$ cat src/rtl/ipsmacge_pulse_stretch.sv
// Edge-triggered pulse stretcher: rise on idat starts an opulse of max(cfg_len,1) cycles,
// optionally followed by a hold-off dead time; accepted/dropped triggers are counted.
module ipsmacge_pulse_stretch #(
  parameter int CW     = 8,
  parameter bit RETRIG = 1'b0
) (
  input  logic          clk,
  input  logic          rst,
  input  logic          idat,
  input  logic          en,
  input  logic          clr,
  input  logic [CW-1:0] cfg_len,
  input  logic [CW-1:0] cfg_holdoff,
  output logic          opulse,
  output logic          obusy,
  output logic          oovr,
  output logic [15:0]   oevt_cnt,
  output logic [15:0]   odrop_cnt
);

  typedef enum logic [1:0] {
    S_IDLE    = 2'b00,
    S_STRETCH = 2'b01,
    S_HOLD    = 2'b10
  } state_t;

  state_t        r_state;
  state_t        w_state_nxt;
  logic          r_idat_d;
  logic          r_arm;
  logic [CW-1:0] r_cnt;
  logic [CW-1:0] w_cnt_nxt;
  logic [CW-1:0] r_shadow;
  logic [CW-1:0] w_shadow_nxt;
  logic          r_pulse;
  logic          r_busy;
  logic          r_ovr;
  logic [15:0]   r_evt_cnt;
  logic [15:0]   r_drop_cnt;
  logic          w_trig;
  logic          w_accept;
  logic          w_drop;
  logic          w_pulse_nxt;
  logic          w_busy_nxt;
  logic [CW-1:0] w_len_m1;

  // r_arm masks the first cycle after reset so a high idat is seen as a level, not a rise
  always_ff @(posedge clk or posedge rst) begin
    if (rst) begin
      r_idat_d <= 1'b0;
      r_arm    <= 1'b0;
    end else begin
      r_idat_d <= idat;
      r_arm    <= 1'b1;
    end
  end

  assign w_trig   = en & r_arm & idat & ~r_idat_d;
  assign w_len_m1 = (cfg_len == '0) ? '0 : cfg_len - 1'b1;

  always_ff @(posedge clk or posedge rst) begin
    if (rst) begin
      r_state  <= S_IDLE;
      r_cnt    <= '0;
      r_shadow <= '0;
    end else begin
      r_state  <= w_state_nxt;
      r_cnt    <= w_cnt_nxt;
      r_shadow <= w_shadow_nxt;
    end
  end

  always_comb begin
    w_state_nxt  = r_state;
    w_cnt_nxt    = r_cnt;
    w_shadow_nxt = r_shadow;
    w_accept     = 1'b0;
    w_drop       = 1'b0;
    if (!en) begin
      w_state_nxt = S_IDLE;
      w_cnt_nxt   = '0;
    end else begin
      case (r_state)
        S_IDLE: begin
          if (w_trig) begin
            w_accept     = 1'b1;
            w_state_nxt  = S_STRETCH;
            w_cnt_nxt    = w_len_m1;
            w_shadow_nxt = cfg_holdoff;
          end
        end
        S_STRETCH: begin
          if (w_trig && (RETRIG != 1'b0)) begin
            w_accept     = 1'b1;
            w_cnt_nxt    = w_len_m1;
            w_shadow_nxt = cfg_holdoff;
          end else begin
            w_drop = w_trig;
            if (r_cnt == '0) begin
              if (r_shadow != '0) begin
                w_state_nxt = S_HOLD;
                w_cnt_nxt   = r_shadow - 1'b1;
              end else begin
                w_state_nxt = S_IDLE;
              end
            end else begin
              w_cnt_nxt = r_cnt - 1'b1;
            end
          end
        end
        S_HOLD: begin
          w_drop = w_trig;
          if (r_cnt == '0) begin
            w_state_nxt = S_IDLE;
          end else begin
            w_cnt_nxt = r_cnt - 1'b1;
          end
        end
        default: begin
          w_state_nxt = S_IDLE;
          w_cnt_nxt   = '0;
        end
      endcase
    end
  end

  always_comb begin
    w_pulse_nxt = (w_state_nxt == S_STRETCH);
    w_busy_nxt  = (w_state_nxt != S_IDLE);
  end

  always_ff @(posedge clk or posedge rst) begin
    if (rst) begin
      r_pulse <= 1'b0;
      r_busy  <= 1'b0;
      r_ovr   <= 1'b0;
    end else begin
      r_pulse <= w_pulse_nxt;
      r_busy  <= w_busy_nxt;
      r_ovr   <= w_drop;
    end
  end

  // clr wins over the old value but still counts an event in the same cycle
  always_ff @(posedge clk or posedge rst) begin
    if (rst) begin
      r_evt_cnt <= '0;
    end else if (clr) begin
      r_evt_cnt <= {15'd0, w_accept};
    end else if (w_accept && (r_evt_cnt != 16'hFFFF)) begin
      r_evt_cnt <= r_evt_cnt + 16'd1;
    end
  end

  always_ff @(posedge clk or posedge rst) begin
    if (rst) begin
      r_drop_cnt <= '0;
    end else if (clr) begin
      r_drop_cnt <= {15'd0, w_drop};
    end else if (w_drop && (r_drop_cnt != 16'hFFFF)) begin
      r_drop_cnt <= r_drop_cnt + 16'd1;
    end
  end

  assign opulse    = r_pulse;
  assign obusy     = r_busy;
  assign oovr      = r_ovr;
  assign oevt_cnt  = r_evt_cnt;
  assign odrop_cnt = r_drop_cnt;

endmodule

$ cat config.mk
export PLATFORM = sky130hd
export DESIGN_NAME = ipsmacge_pulse_stretch
export DESIGN_NICKNAME = d
export VERILOG_FILES = /design/src/rtl/ipsmacge_pulse_stretch.sv
export SDC_FILE = /design/constraint.sdc
export NUM_CORES = 1
export LEC_CHECK = 0
export ABC_AREA = 1
export BUFFER_PORTS_ARGS = -buffer_cell sky130_fd_sc_hd__buf_2
export CORE_MARGIN = 3
export CORE_UTILIZATION = 40
export DETAILED_ROUTE_END_ITERATION = 7
export HOLD_SLACK_MARGIN = 0.1
export PLACE_DENSITY = 0.6
export SYNTH_ARGS = -nofsm -noshare
export SYNTH_HDL_FRONTEND = slang
export SYNTH_SLANG_ARGS = --single-unit
export TNS_END_PERCENT = 100
$ cat constraint.sdc
create_clock -name clk -period 1.4 [get_ports clk]
set_input_delay 0.14 -clock clk [delete_from_list [all_inputs] [get_ports clk]]
set_output_delay 0.14 -clock clk [all_outputs]
set_load 0.02 [all_outputs]
==> impl_metrics.toml <==
[run_status]
status = "complete, but fails checks"
violations = "setup timing"

[timing]
finalClockSkew_ps = 5.09
max_freq_mhz = 643
finalSetupViolCount = 43
fin_tns_setup_ps = -3830
setup_ws_ps = -154
drv_slew = 0
period_share_pct = 111
period_minus_slack_ps = 1550
finalHoldViolCount = 0
rsz0062_at_grt = "yes"

[power_and_ir_drop]
powerDensity_nw_per_um2 = 739
totalPowerFinal_uw = 4230
p_leak_uw = 0.00290
vdd_drop_max_v = 0.000460

[layout]
area_delta_synth_final_pct = 59.7
diodes = 0
fin_util_pct = 67.6
layout_common_cells = "buf_4 (106), nand2_1 (105), buf_2 (55), inv_1 (49), nand3_1 (44)"
fin_nets = 719
fin_cells = 794
layout_commonest_cell = "buf_4"
drive_gt1_share_pct = 44.1

[placed_design]
hpwl_mm = 7.76
gp_congestion = 0.883
io_buffers = 55
dpl_worst_slack_ps = -166
dpl.cell_count = 750

[route]
remaining_drc_errors = 0
vias = 3990
finalWirelength_mm = 11.3
dr_wl_met2_mm = 5.90
routed_via_density = 5.03
dr_wl_met3_um = 347
met1_length_mm = 4.93
drt-initial-drc-count = 125
wire_per_inst_um = 14.3
routed.top_layer = "met4"
detail-route-antenna-nets = 0
first_pass_iters = 4

[yosys]
ys_types = 36
synth_area_per_cell_um2 = 7.15
yosysTopAreaCell = "dfrtp_1"
yosysSeqAreaShare_pct = 38.4
yosys-top-cells-area = "dfrtp_1 (38%), nand2_1 (14%), nand3_1 (8.0%), inv_1 (6.2%), nor2_1 (5.6%)"
synth_top_area_share_pct = 38.4
synth-simple-area-share_pct = 36.8
synth_seq_cells = 55
synth_top_family_by_area = "simple AND/OR/NAND/NOR gates"
synthCells = 501
synthFlopType = "dfrtp_1"
muxShareOfSynthArea_pct = 0
synthAdderAreaFrac_pct = 3.49
synth_compound_area_share_pct = 8.69
synthXorXnorAreaFrac_pct = 3.91
syn_nets = 532
ys_warn_count = 0
synth_edf_count = 0
synthArstFlopShare_pct = 100
syn-cell-area_um2 = 3580

[clock_network]
clk_latency_ps = 310
clockBufferDepth = 2
clk_pin_slew_ps = 110
cts_buffers = 5
h-tree-depth = 2
cts_sinks = 55
cts_tree = "yes"
cts-root-buf = "clkbuf_8"

[worst_setup_path]
reg2regPathDepth = 9
crit_fanout = 6
crit_path_end_kind = "register"
criticalPathCategory = "register to register"
worstPathRequired_ps = 1600
critPathLaunchType = "register"
r2r_setup_slack_ps = -150
worstReg2RegStart = "r_state[0]"
critical_path_arrival_ps = 1760
rr_endpoint = "oevt_cnt[6]"

[grt]
grt_pass1_wl_mm = 18.2
grt_max_degree = 56
grt_pass1_vias = 4007
overflow = 0
antenna_found_initial = 0
grtUsageTotal_pct = 22.2

[floorplanning]
coreArea_um2 = 8460
start_util_pct = 42.3
die_y_um = 101
ioPinCount = 56
die_area_um2 = 10100
rows = 33
fp.dieW_um = 101

[hold_path]
holdPathEnd = "r_cnt[5]"
hold_class = "input pin to register"
whs_path_depth = 6
hp-start = "cfg_len[5]"

[flow_run]
maxCapViolations = 0
[cell type report]
type / count / area [µm²]
Inverter: 65 / 303
Clock buffer: 6 / 72.6
Timing Repair inverter: 2 / 20.0
Multi-Input combinational cell: 376 / 2380
Sequential cell: 55 / 1390
Fill cell: 731 / 2740
Timing Repair Buffer: 183 / 1370
Tap cell: 105 / 131
Clock inverter: 2 / 60.1
[layer usage]
metal	vias to the layer above	GRT usage, %
met5	-	0
met4	0	5.49
met3	11	2.84
met2	62	40.6
met1	1897	27.4
li1	2020	-
[cell usage after synthesis, types with 3 or more instances]
| master | number |
|---|---|
| buf_2 | 3 |
| buf_6 | 3 |
| dfrtp_1 | 55 |
| ha_1 | 10 |
| inv_1 | 59 |
| inv_2 | 3 |
| nand2_1 | 131 |
| nand2_2 | 3 |
| nand3_1 | 57 |
| nand4_1 | 21 |
| nor2_1 | 53 |
| nor2_2 | 3 |
| nor3_1 | 17 |
| o21ai_0 | 34 |
| o21ai_1 | 4 |
| o31ai_1 | 4 |
| or2_0 | 3 |
| xnor2_1 | 4 |
| xor2_1 | 12 |
[worst max-delay path, stage by stage, from the launching register on]
cell and delay [ps]:
dfrtp_1 420, inv_2 110, ha_4 170, inv_6 50, nor2_8 190, nand2_8 150, nand2_8 140, clkinv_8 90
nand2_2 60, o31ai_1 60
[power breakdown]
group	internal (µW)	switching, µW	total, µW	leakage [µW]
registers	1670	49.5	1720	0.000725
logic	561	665	1230	0.00211
clock network	716	569	1290	0.0000654
[worst max path at each step]
stage | slack, ps | cells past startpoint | start | end
after global routing | -270 | 9 | r_cnt[0] | r_state[1]
after floorplan | -70 | 9 | odrop_cnt[0] | odrop_cnt[4]
after detailed placement | -170 | 9 | r_state[1] | odrop_cnt[2]
final | -150 | 9 | r_state[0] | oevt_cnt[6]
after CTS | -130 | 9 | r_cnt[0] | r_cnt[7]
after global placement | -110 | 8 | r_state[1] | odrop_cnt[10]
[logic make-up (layout without fill, tap and decap cells)]
group,Yosys count,in the layout
adders and majority gates,10,10
and+or+nand+nor,294,296
xor gates and xnor gates,16,16
other,1,1
AOI/OAI and AO/OA,53,53
buffers and inverters,72,258
DFF,55,55
[through the flow]
stage	hold WS [ps]	instance area [µm²]
floorplan	171	3750
global placement	243	4850
detailed placement	251	4850
CTS	218	5340
global route	248	5720
finish	224	5720
[registers in the layout (all words and copies together) (netlist names)]
name	cells
r_shadow	8
opulse	1
r_idat_d	1
odrop_cnt	16
r_arm	1
r_state	2
r_cnt	8
obusy	1
oovr	1
oevt_cnt	16
[timing repair]
item | CTS | global route
pin swaps | 13 | 25
endpoints found under the hold margin | 64 | 0
buffers inserted | 11 | 9
endpoints found under the setup margin | 45 | 50
hold buffers | 10 | 0
gates cloned | 2 | 4
resized for setup | 38 | 85
Note: power is estimated with default switching activity, not from simulation.
